$ cat config.mk
export PLATFORM = sky130hd
export DESIGN_NAME = sync_fifo_flagged_flat
export DESIGN_NICKNAME = d
export VERILOG_FILES = /design/src/rtl/sync_fifo_flagged_if.sv /design/src/rtl/sync_fifo_flagged.sv /design/src/flat_wrapper.sv
export SDC_FILE = /design/constraint.sdc
export NUM_CORES = 1
export LEC_CHECK = 0
export CAP_MARGIN = 20
export CELL_PAD_IN_SITES_DETAIL_PLACEMENT = 1
export CELL_PAD_IN_SITES_GLOBAL_PLACEMENT = 2
export CORE_MARGIN = 3
export CORE_UTILIZATION = 40
export CTS_CLUSTER_DIAMETER = 150
export DETAILED_ROUTE_END_ITERATION = 7
export PLACE_DENSITY = 0.71
export SLEW_MARGIN = 20
export SYNTH_ARGS = -nofsm -noshare
export SYNTH_HDL_FRONTEND = slang
export SYNTH_SLANG_ARGS = --single-unit
$ cat constraint.sdc
create_clock -name clk -period 3 [get_ports clk]
set_input_delay 0.6 -clock clk [delete_from_list [all_inputs] [get_ports clk]]
set_output_delay 0.6 -clock clk [all_outputs]
set_load 0.01 [all_outputs]
$ cat src/rtl/sync_fifo_flagged_if.sv
// Bus bundle between a FIFO client and sync_fifo_flagged.
// The client drives requests and write data; the FIFO returns read data,
// occupancy flags and error pulses.
interface sync_fifo_flagged_if #(
    parameter int DATA_LEN   = 8,
    parameter int ADDR_WIDTH = 3
);
    logic                  flush;
    logic                  wr_en;
    logic [DATA_LEN-1:0]   data_in;
    logic                  rd_en;
    logic [DATA_LEN-1:0]   data_out;
    logic                  rd_valid;
    logic                  full;
    logic                  empty;
    logic                  almost_full;
    logic                  almost_empty;
    logic [ADDR_WIDTH:0]   count;
    logic                  overflow;
    logic                  underflow;

    modport master (
        output flush, wr_en, data_in, rd_en,
        input  data_out, rd_valid, full, empty, almost_full, almost_empty,
               count, overflow, underflow
    );

    modport slave (
        input  flush, wr_en, data_in, rd_en,
        output data_out, rd_valid, full, empty, almost_full, almost_empty,
               count, overflow, underflow
    );
endinterface

$ cat src/rtl/sync_fifo_flagged.sv
// Single-clock FIFO with registered read data, occupancy flags and
// one-cycle overflow/underflow pulses. DEPTH need not be a power of two:
// pointers wrap explicitly at DEPTH-1. A write into a full FIFO is still
// accepted when a read is accepted on the same edge; a read of an empty
// FIFO is always rejected (no write-to-read bypass).
module sync_fifo_flagged #(
    parameter int DATA_LEN   = 8,
    parameter int DEPTH      = 8,
    parameter int ADDR_WIDTH = 3,
    parameter int AFULL_TH   = DEPTH - 2,
    parameter int AEMPTY_TH  = 2
) (
    input  logic               clk,
    input  logic               sys_rst_n,
    sync_fifo_flagged_if.slave bus
);
    localparam int CNT_W = ADDR_WIDTH + 1;

    localparam logic [ADDR_WIDTH-1:0] LP_ADDR_ZERO = '0;
    localparam logic [ADDR_WIDTH-1:0] LP_ADDR_ONE  = ADDR_WIDTH'(1);
    localparam logic [ADDR_WIDTH-1:0] LP_ADDR_LAST = ADDR_WIDTH'(DEPTH - 1);
    localparam logic [CNT_W-1:0]      LP_CNT_ZERO  = '0;
    localparam logic [CNT_W-1:0]      LP_CNT_ONE   = CNT_W'(1);
    localparam logic [CNT_W-1:0]      LP_CNT_FULL  = CNT_W'(DEPTH);
    localparam logic [CNT_W-1:0]      LP_CNT_AFULL = CNT_W'(AFULL_TH);
    localparam logic [CNT_W-1:0]      LP_CNT_AEMPT = CNT_W'(AEMPTY_TH);

    logic [DATA_LEN-1:0]   r_mem [DEPTH];
    logic [ADDR_WIDTH-1:0] r_wr_addr;
    logic [ADDR_WIDTH-1:0] r_rd_addr;
    logic [CNT_W-1:0]      r_count;
    logic [DATA_LEN-1:0]   r_data_out;
    logic                  r_rd_valid;
    logic                  r_overflow;
    logic                  r_underflow;

    logic                  w_full;
    logic                  w_empty;
    logic                  w_almost_full;
    logic                  w_almost_empty;
    logic                  w_rd_acc;
    logic                  w_wr_acc;
    logic                  w_wr_rej;
    logic                  w_rd_rej;
    logic [ADDR_WIDTH-1:0] w_wr_addr_nxt;
    logic [ADDR_WIDTH-1:0] w_rd_addr_nxt;
    logic [CNT_W-1:0]      w_count_nxt;

    // Occupancy flags come straight from the registered count.
    always_comb begin
        w_full         = (r_count == LP_CNT_FULL);
        w_empty        = (r_count == LP_CNT_ZERO);
        w_almost_full  = (r_count >= LP_CNT_AFULL);
        w_almost_empty = (r_count <= LP_CNT_AEMPT);
    end

    // Accept/reject decisions; flush swallows both requests without error.
    always_comb begin
        w_rd_acc = bus.rd_en && !w_empty && !bus.flush;
        w_wr_acc = bus.wr_en && (!w_full || w_rd_acc) && !bus.flush;
        w_wr_rej = bus.wr_en && !w_wr_acc && !bus.flush;
        w_rd_rej = bus.rd_en && !w_rd_acc && !bus.flush;
    end

    // Next pointer values wrap at DEPTH-1, not at 2^ADDR_WIDTH.
    always_comb begin
        w_wr_addr_nxt = (r_wr_addr == LP_ADDR_LAST) ? LP_ADDR_ZERO : r_wr_addr + LP_ADDR_ONE;
        w_rd_addr_nxt = (r_rd_addr == LP_ADDR_LAST) ? LP_ADDR_ZERO : r_rd_addr + LP_ADDR_ONE;
    end

    // Count moves only when exactly one side is accepted.
    always_comb begin
        w_count_nxt = r_count;
        case ({w_wr_acc, w_rd_acc})
            2'b10:   w_count_nxt = r_count + LP_CNT_ONE;
            2'b01:   w_count_nxt = r_count - LP_CNT_ONE;
            default: w_count_nxt = r_count;
        endcase
    end

    // Storage array: written on accepted writes only, never reset.
    always_ff @(posedge clk) begin
        if (w_wr_acc) begin
            r_mem[r_wr_addr] <= bus.data_in;
        end
    end

    // Pointers and count; flush clears them but leaves data_out and storage.
    always_ff @(posedge clk or negedge sys_rst_n) begin
        if (!sys_rst_n) begin
            r_wr_addr <= LP_ADDR_ZERO;
            r_rd_addr <= LP_ADDR_ZERO;
            r_count   <= LP_CNT_ZERO;
        end else if (bus.flush) begin
            r_wr_addr <= LP_ADDR_ZERO;
            r_rd_addr <= LP_ADDR_ZERO;
            r_count   <= LP_CNT_ZERO;
        end else begin
            if (w_wr_acc) begin
                r_wr_addr <= w_wr_addr_nxt;
            end
            if (w_rd_acc) begin
                r_rd_addr <= w_rd_addr_nxt;
            end
            r_count <= w_count_nxt;
        end
    end

    // Registered read port: data_out holds its value until the next accepted read.
    always_ff @(posedge clk or negedge sys_rst_n) begin
        if (!sys_rst_n) begin
            r_data_out <= '0;
            r_rd_valid <= 1'b0;
        end else begin
            if (w_rd_acc) begin
                r_data_out <= r_mem[r_rd_addr];
            end
            r_rd_valid <= w_rd_acc;
        end
    end

    // Error pulses last exactly one cycle after a rejected request.
    always_ff @(posedge clk or negedge sys_rst_n) begin
        if (!sys_rst_n) begin
            r_overflow  <= 1'b0;
            r_underflow <= 1'b0;
        end else begin
            r_overflow  <= w_wr_rej;
            r_underflow <= w_rd_rej;
        end
    end

    // Drive the bus outputs.
    always_comb begin
        bus.data_out     = r_data_out;
        bus.rd_valid     = r_rd_valid;
        bus.full         = w_full;
        bus.empty        = w_empty;
        bus.almost_full  = w_almost_full;
        bus.almost_empty = w_almost_empty;
        bus.count        = r_count;
        bus.overflow     = r_overflow;
        bus.underflow    = r_underflow;
    end
endmodule

$ cat src/flat_wrapper.sv
// flat-port wrapper written by rule: the top's interface ports become plain ports
module sync_fifo_flagged_flat 
#(
    parameter int DATA_LEN   = 8,
    parameter int DEPTH      = 8,
    parameter int ADDR_WIDTH = 3,
    parameter int AFULL_TH   = DEPTH - 2,
    parameter int AEMPTY_TH  = 2
)
  (clk, sys_rst_n, bus_flush, bus_wr_en, bus_data_in, bus_rd_en, bus_data_out, bus_rd_valid, bus_full, bus_empty, bus_almost_full, bus_almost_empty, bus_count, bus_overflow, bus_underflow);
  sync_fifo_flagged_if #(.DATA_LEN(DATA_LEN), .ADDR_WIDTH(ADDR_WIDTH)) bus_i ();
  input  logic clk;
  input  logic sys_rst_n;
  input wire logic [$bits(bus_i.flush)-1:0] bus_flush;
  input wire logic [$bits(bus_i.wr_en)-1:0] bus_wr_en;
  input wire logic [$bits(bus_i.data_in)-1:0] bus_data_in;
  input wire logic [$bits(bus_i.rd_en)-1:0] bus_rd_en;
  output wire logic [$bits(bus_i.data_out)-1:0] bus_data_out;
  output wire logic [$bits(bus_i.rd_valid)-1:0] bus_rd_valid;
  output wire logic [$bits(bus_i.full)-1:0] bus_full;
  output wire logic [$bits(bus_i.empty)-1:0] bus_empty;
  output wire logic [$bits(bus_i.almost_full)-1:0] bus_almost_full;
  output wire logic [$bits(bus_i.almost_empty)-1:0] bus_almost_empty;
  output wire logic [$bits(bus_i.count)-1:0] bus_count;
  output wire logic [$bits(bus_i.overflow)-1:0] bus_overflow;
  output wire logic [$bits(bus_i.underflow)-1:0] bus_underflow;
  assign bus_i.flush = bus_flush;
  assign bus_i.wr_en = bus_wr_en;
  assign bus_i.data_in = bus_data_in;
  assign bus_i.rd_en = bus_rd_en;
  assign bus_data_out = bus_i.data_out;
  assign bus_rd_valid = bus_i.rd_valid;
  assign bus_full = bus_i.full;
  assign bus_empty = bus_i.empty;
  assign bus_almost_full = bus_i.almost_full;
  assign bus_almost_empty = bus_i.almost_empty;
  assign bus_count = bus_i.count;
  assign bus_overflow = bus_i.overflow;
  assign bus_underflow = bus_i.underflow;
  sync_fifo_flagged #(.DATA_LEN(DATA_LEN), .DEPTH(DEPTH), .ADDR_WIDTH(ADDR_WIDTH), .AFULL_TH(AFULL_TH), .AEMPTY_TH(AEMPTY_TH)) u_core (.clk(clk), .sys_rst_n(sys_rst_n), .bus(bus_i));
endmodule
=== Yosys cells after proc, flatten, opt, wreduce, memory -nomap -nowiden ===
Memories as Yosys holds them, arrays and structs flattened. A register that Yosys moved wholly into a read port is not among the register bits.
Index checks and enable logic that the tools add are counted.

* Memories kept: 1
* Bits in latches: 0
* Output and inout bits: 19
* Bits in read-only memories: 0
* Flip-flop bits (word level): 13
* Bits in writable memories: 64

{| class="wikitable"
|+ Memory list
! memory !! depth !! width !! rd ports !! clocked after memory_dff !! wr ports !! line !! text
|-
| u_core.r_mem || 8 || 8 || 1 || 1 || 1 || sync_fifo_flagged.sv:28 || <nowiki>logic [DATA_LEN-1:0] r_mem [DEPTH];</nowiki>
|}

* Div/mod/pow operators: 0
* $add $sub $neg: 4
* Multiplexer cells: 10
* Bitwise operators: 0
* $lt $le $gt $ge: 2
* Reduce and logical (&&, ||, !) cells: 19
* Shift-type cells: 0
* Equal/unequal tests: 5
* Multipliers: 0

{| class="wikitable"
|+ Operators with widths
! operator !! count
|-
| two-way mux 3 bit || 6
|-
| logical AND 1 bit || 8
|-
| one-hot mux 4 bit (2 select lines) || 1
|-
| adder 3 x 1 -> 3 bit (second input constant) || 2
|-
| == test 3 bit (second input constant) || 2
|-
| zero test 1 bit || 6
|-
| adder 4 x 1 -> 4 bit (second input constant) || 1
|-
| == test 4 bit (second input constant) || 1
|-
| greater-or-equal comparator 4 x 3 -> 1 bit (second input constant) || 1
|-
| <= comparator 4 x 2 -> 1 bit (second input constant) || 1
|-
| zero test 4 bit || 1
|-
| two-way mux 4 bit || 1
|-
| nonzero test 2 bit || 2
|-
| subtractor 4 x 1 -> 4 bit (second input constant) || 1
|-
| nonzero test 3 bit || 1
|-
| == test 2 x 1 -> 1 bit (second input constant) || 1
|-
| == test 2 bit (second input constant) || 1
|-
| two-way mux 1 bit || 2
|-
| logical OR 1 bit || 1
|}

=== Logic depth before layout (Yosys ltp) ===
* Depth in word-level cells: 10
* Gate-level depth with buffers: 8

=== Worst setup path before layout ===
Ideal clock, no wire load.

* Path type: flip-flop to flip-flop
* From: register u_core.r_count[0], in the netlist u_core.bus.count[0]
* To: register u_core.r_count[3], in the netlist u_core.bus.count[3]
* Arrival: 2.660 ns
* Period minus slack after synthesis: 2.754 ns
* Slack: 0.246 ns
* Cell stages (with the launch flop): 9
* Buffers on the path: 1
* Data required time: 2.906 ns
* Library setup time: 0.094 ns
* Path through: dfrtp_1 -> buf_2 -> nor4_1 -> nor3_1 -> ha_1 -> a21oi_1 -> and2_1 -> mux2_2 -> a211oi_1

* Word-level cells in the longest chain between the ends: 10
* Elaborated cells on any way between the ends: 16
* Those cells by class: add/sub: 2; eq/ne: 3; mux: 2; reduce/logical: 9

{| class="wikitable"
|+ Ends and longest elaborated chain
! item !! line !! text
|-
| start, declared || sync_fifo_flagged.sv:31 || <nowiki>logic [CNT_W-1:0] r_count;</nowiki>
|-
| start signal, assigned || sync_fifo_flagged.sv:105 || <nowiki>r_count <= w_count_nxt;</nowiki>
|-
| zero test 4 bit (*) || sync_fifo_flagged.sv:52 || <nowiki>w_empty = (r_count == LP_CNT_ZERO);</nowiki>
|-
| net bus_empty || flat_wrapper.sv:21 || <nowiki>output wire logic [$bits(bus_i.empty)-1:0] bus_empty;</nowiki>
|-
| zero test 1 bit (*) || sync_fifo_flagged.sv:59 || <nowiki>w_rd_acc = bus.rd_en && !w_empty && !bus.flush;</nowiki>
|-
| logical AND 1 bit (*) (2 in series) || sync_fifo_flagged.sv:59 ||
|-
| logical OR 1 bit || sync_fifo_flagged.sv:60 || <nowiki>w_wr_acc = bus.wr_en && (!w_full || w_rd_acc) && !bus.flush;</nowiki>
|-
| logical AND 1 bit (2 in series) || sync_fifo_flagged.sv:60 ||
|-
| == test 2 x 1 -> 1 bit / == test 2 bit (equally long branches) || sync_fifo_flagged.sv:74 || <nowiki>case ({w_wr_acc, w_rd_acc})</nowiki>
|-
| one-hot mux 4 bit (2 select lines) || sync_fifo_flagged.sv:74 ||
|-
| two-way mux 4 bit || sync_fifo_flagged.sv:94 || <nowiki>end else if (bus.flush) begin</nowiki>
|}

Mark *: on every way through the listed nets, which the timed path passes. The rest lies on a longest branch.
A chain may end at the register's enable or synchronous reset.

=== Worst setup path after layout ===
* From: register u_core.r_count[2], in the netlist u_core.bus.count[2]
* To: output port bus_full

* Word-level cells in the longest chain between the ends: 1

{| class="wikitable"
|+ Ends and longest elaborated chain
! item !! line !! text
|-
| == test 4 bit || sync_fifo_flagged.sv:51 || <nowiki>w_full = (r_count == LP_CNT_FULL);</nowiki>
|-
| end, declared || flat_wrapper.sv:20 || <nowiki>output wire logic [$bits(bus_i.full)-1:0] bus_full;</nowiki>
|}

No other way between the ends.

==> out/results.ini <==
[placement]
dpl.cell_count = 354
place_hpwl_um = 4730
port_buffers = 31
dpl_cell_area_um2 = 4040
place_ws_ns = 0.197
gp_congestion = 0.782

[clock_network]
cts_buffer_depth = 2
root_buffer = clkbuf_8
tritoncts = built
ctsResizeCount = 0
cts_setup_buffers = 0
cts_hold_buffers = 0
worstSkewPairLatency_ns = 0.35
cts_buffers = 9
cts_max_level = 3
path_clk_slew_ns = 0.09
clock_sinks = 85

[outcome]
outcome = finished clean

[timing]
hold_viol_final = 0
slew_headroom_pct = 41.0
worst_slack_ns = 0.233
rsz0062_at_grt = false
drv_slew = 0
min_period_over_period_pct = 92.2
layout_min_cycle_time_ns = 2.77
clock.fmax_mhz = 361
setup_viol = 0
skew_ns = 0.00793
tns_ns = 0
worstMarginPinSlew_ns = 0.876

[synth]
synth_area_leader_cell = edfxtp_1
ys_types = 38
synthTopCellsByArea = edfxtp_1 (54%), dfrtp_1 (15%), mux4_2 (10%)
ys.flop_type = edfxtp_1
synth.avg_cell_area_um2 = 16.5
yosysSeqAreaShare_pct = 68.9
ys_ff_latch = 85
synthArstFlopShare_pct = 24.7
synth_cells = 216
ys_top_cells_by_count = edfxtp_1 (64), dfrtp_1 (21), a21oi_1 (17)
ys_warn_count = 0
syn_area_um2 = 3550
synth_edf_count = 64
synth_fp_nets = 236
synth_top_area_share_pct = 54.1
synth_most_common_cell = edfxtp_1

[routing]
route.met3.wl_um = 332
drt-total-wl_um = 7300
num_vias = 2045
via_per_inst = 5.53
route.detailed.drc = 0
wl_per_cell_um = 19.7
route.antenna.remaining_nets = 0
dr.pass1.iters = 4
met1Wirelength_um = 3530
top_layer = met4
wl_met2_um = 3360
drt_iter0_markers = 114

[min_path]
hold_depth = 2
holdPathEnd = u_core.bus.data_out[5]
min_path_type = register to register
worstHoldStart = u_core.bus.data_out[5]

[critical_path]
r2r_setup_slack_ns = 0.58
cp.depth = 3
critPathCaptureType = output port
crit_chain = or4b_4 -> inv_1 -> clkdlybuf4s50_1
arrival_ns = 2.17
r2r_end = u_core.bus.count[3]
slowest_stage = or4b_4
rr_startpoint = u_core.bus.count[2]
worstPathRequired_ns = 2.40
cp_max_fo = 10
critical_path.startpoint_type = register
cp_top_family = simple AND/OR/NAND/NOR gates
critPathBufInv = 2
slowest_delay_ns = 0.66
rr_worst_depth = 7
crit_type = register to output port

[cells_and_area]
drive_above_1_share_pct = 19.2
nFillCells = 826
multi_input_area_um2 = 1020
diodes = 0
layout.cells.non_filler = 370
syn2layout_area_growth_pct = 19.3
fin_area_um2 = 4240
seq_area_um2 = 2450
final_nets = 280

[floorplanning]
rows = 33
io_pins = 32
start_util_pct = 42.2
die_area_um2 = 10100
die_y_um = 100
core_area_um2 = 8420
fp.dieW_um = 100

[global_routing]
global_route.usage.total_pct = 15.7
antenna_found_initial = 0
grt.overflow.total = 0
grt_max_degree = 22
grt_pass1_vias = 2103
grt_pass1_wl_um = 11700

[pwr]
finalPower_mw = 2.65
p_per_area_nw_per_um2 = 624
power.leakage_nw = 1.47
max-vdd-ir-drop_mv = 0.354

[job]
max_cap_viol_count = 0

[per-layer routing]
metal | vias to the layer above | GRT usage, %
met5 | - | 0
met4 | 0 | 5.60
met3 | 6 | 2.92
met2 | 43 | 23.3
met1 | 1059 | 23.2
li1 | 937 | -
[worst max path at each step]
stage                             start                   to  slack [ns]
finish              u_core.bus.count[2]             bus_full        0.23
global route        u_core.bus.count[2]             bus_full        0.15
CTS                 u_core.bus.count[2]             bus_full        0.22
detailed placement            bus_flush  u_core.bus.count[3]        0.20
global placement              bus_flush  u_core.bus.count[3]        0.26
floorplan           u_core.bus.count[0]  u_core.bus.count[3]        0.25
[cell type report]
class	instances	share of cell area [%]
well taps	105	3.10
inverters	2	0.177
multi-input cells	115	24.2
clock inverters	6	1.68
flip-flops and latches	85	57.7
clock buffers	10	3.01
repair buffers	47	10.2
[worst reg2reg max path: cells and delay by family (launching register included)]
kind / cells / cell delay (ns)
multiplexers: 1 / 0.33
adder cells (fa/ha/maj): 1 / 0.34
AND/OR/NAND/NOR: 3 / 0.75
AO/OA/AOI/OAI: 2 / 0.39
flip-flops: 1 / 0.52
[kinds of logic after synthesis]
group	share of synthesized area, %
fa+ha+maj	2.68
compound gates	5.99
xor+xnor	0.247
simple gates	6.94
mux	13.0
buf+inv	2.29
flops	68.9
[registers in the layout, indices dropped and copies added, names as in the netlist]
name	flops
u_core.bus.rd_valid	1
u_core.bus.data_out	8
u_core.r_rd_addr	3
u_core.bus.count	4
u_core.r_mem	64
u_core.bus.overflow	1
u_core.r_wr_addr	3
u_core.bus.underflow	1
[stage by stage]
stage,util [%],hold slack [ns]
final,50.3,0.531
after global routing,50.3,0.563
after CTS,50.3,0.540
after detailed placement,48.0,0.517
after global placement,48.0,0.506
after floorplan,-,0.304
[placed cells by master, fill, tap and decap left out, types with 2 or more instances in the layout]
cell type / instances
edfxtp_1: 64
clkdlybuf4s50_1: 31
dfrtp_1: 21
a21oi_1: 17
mux4_2: 16
buf_4: 16
nor2_1: 15
nand2_1: 11
mux2i_1: 9
clkbuf_8: 9
ha_1: 6
nor3_1: 5
a211oi_1: 5
nor4_1: 3
nand2b_1: 3
inv_1: 2
nand3_1: 2
nand3b_1: 2
or3_1: 2
a221oi_1: 2
inv_6: 2
[report_power, final]
group,leakage (nW),internal [mW],total [mW],switching (mW)
combinational,0.531,0.241,0.442,0.201
sequential,0.841,1.33,1.39,0.0570
clock,0.0992,0.396,0.817,0.421
total,1.47,1.97,2.65,0.679
No activity file was read; power rests on OpenSTA's default activity.
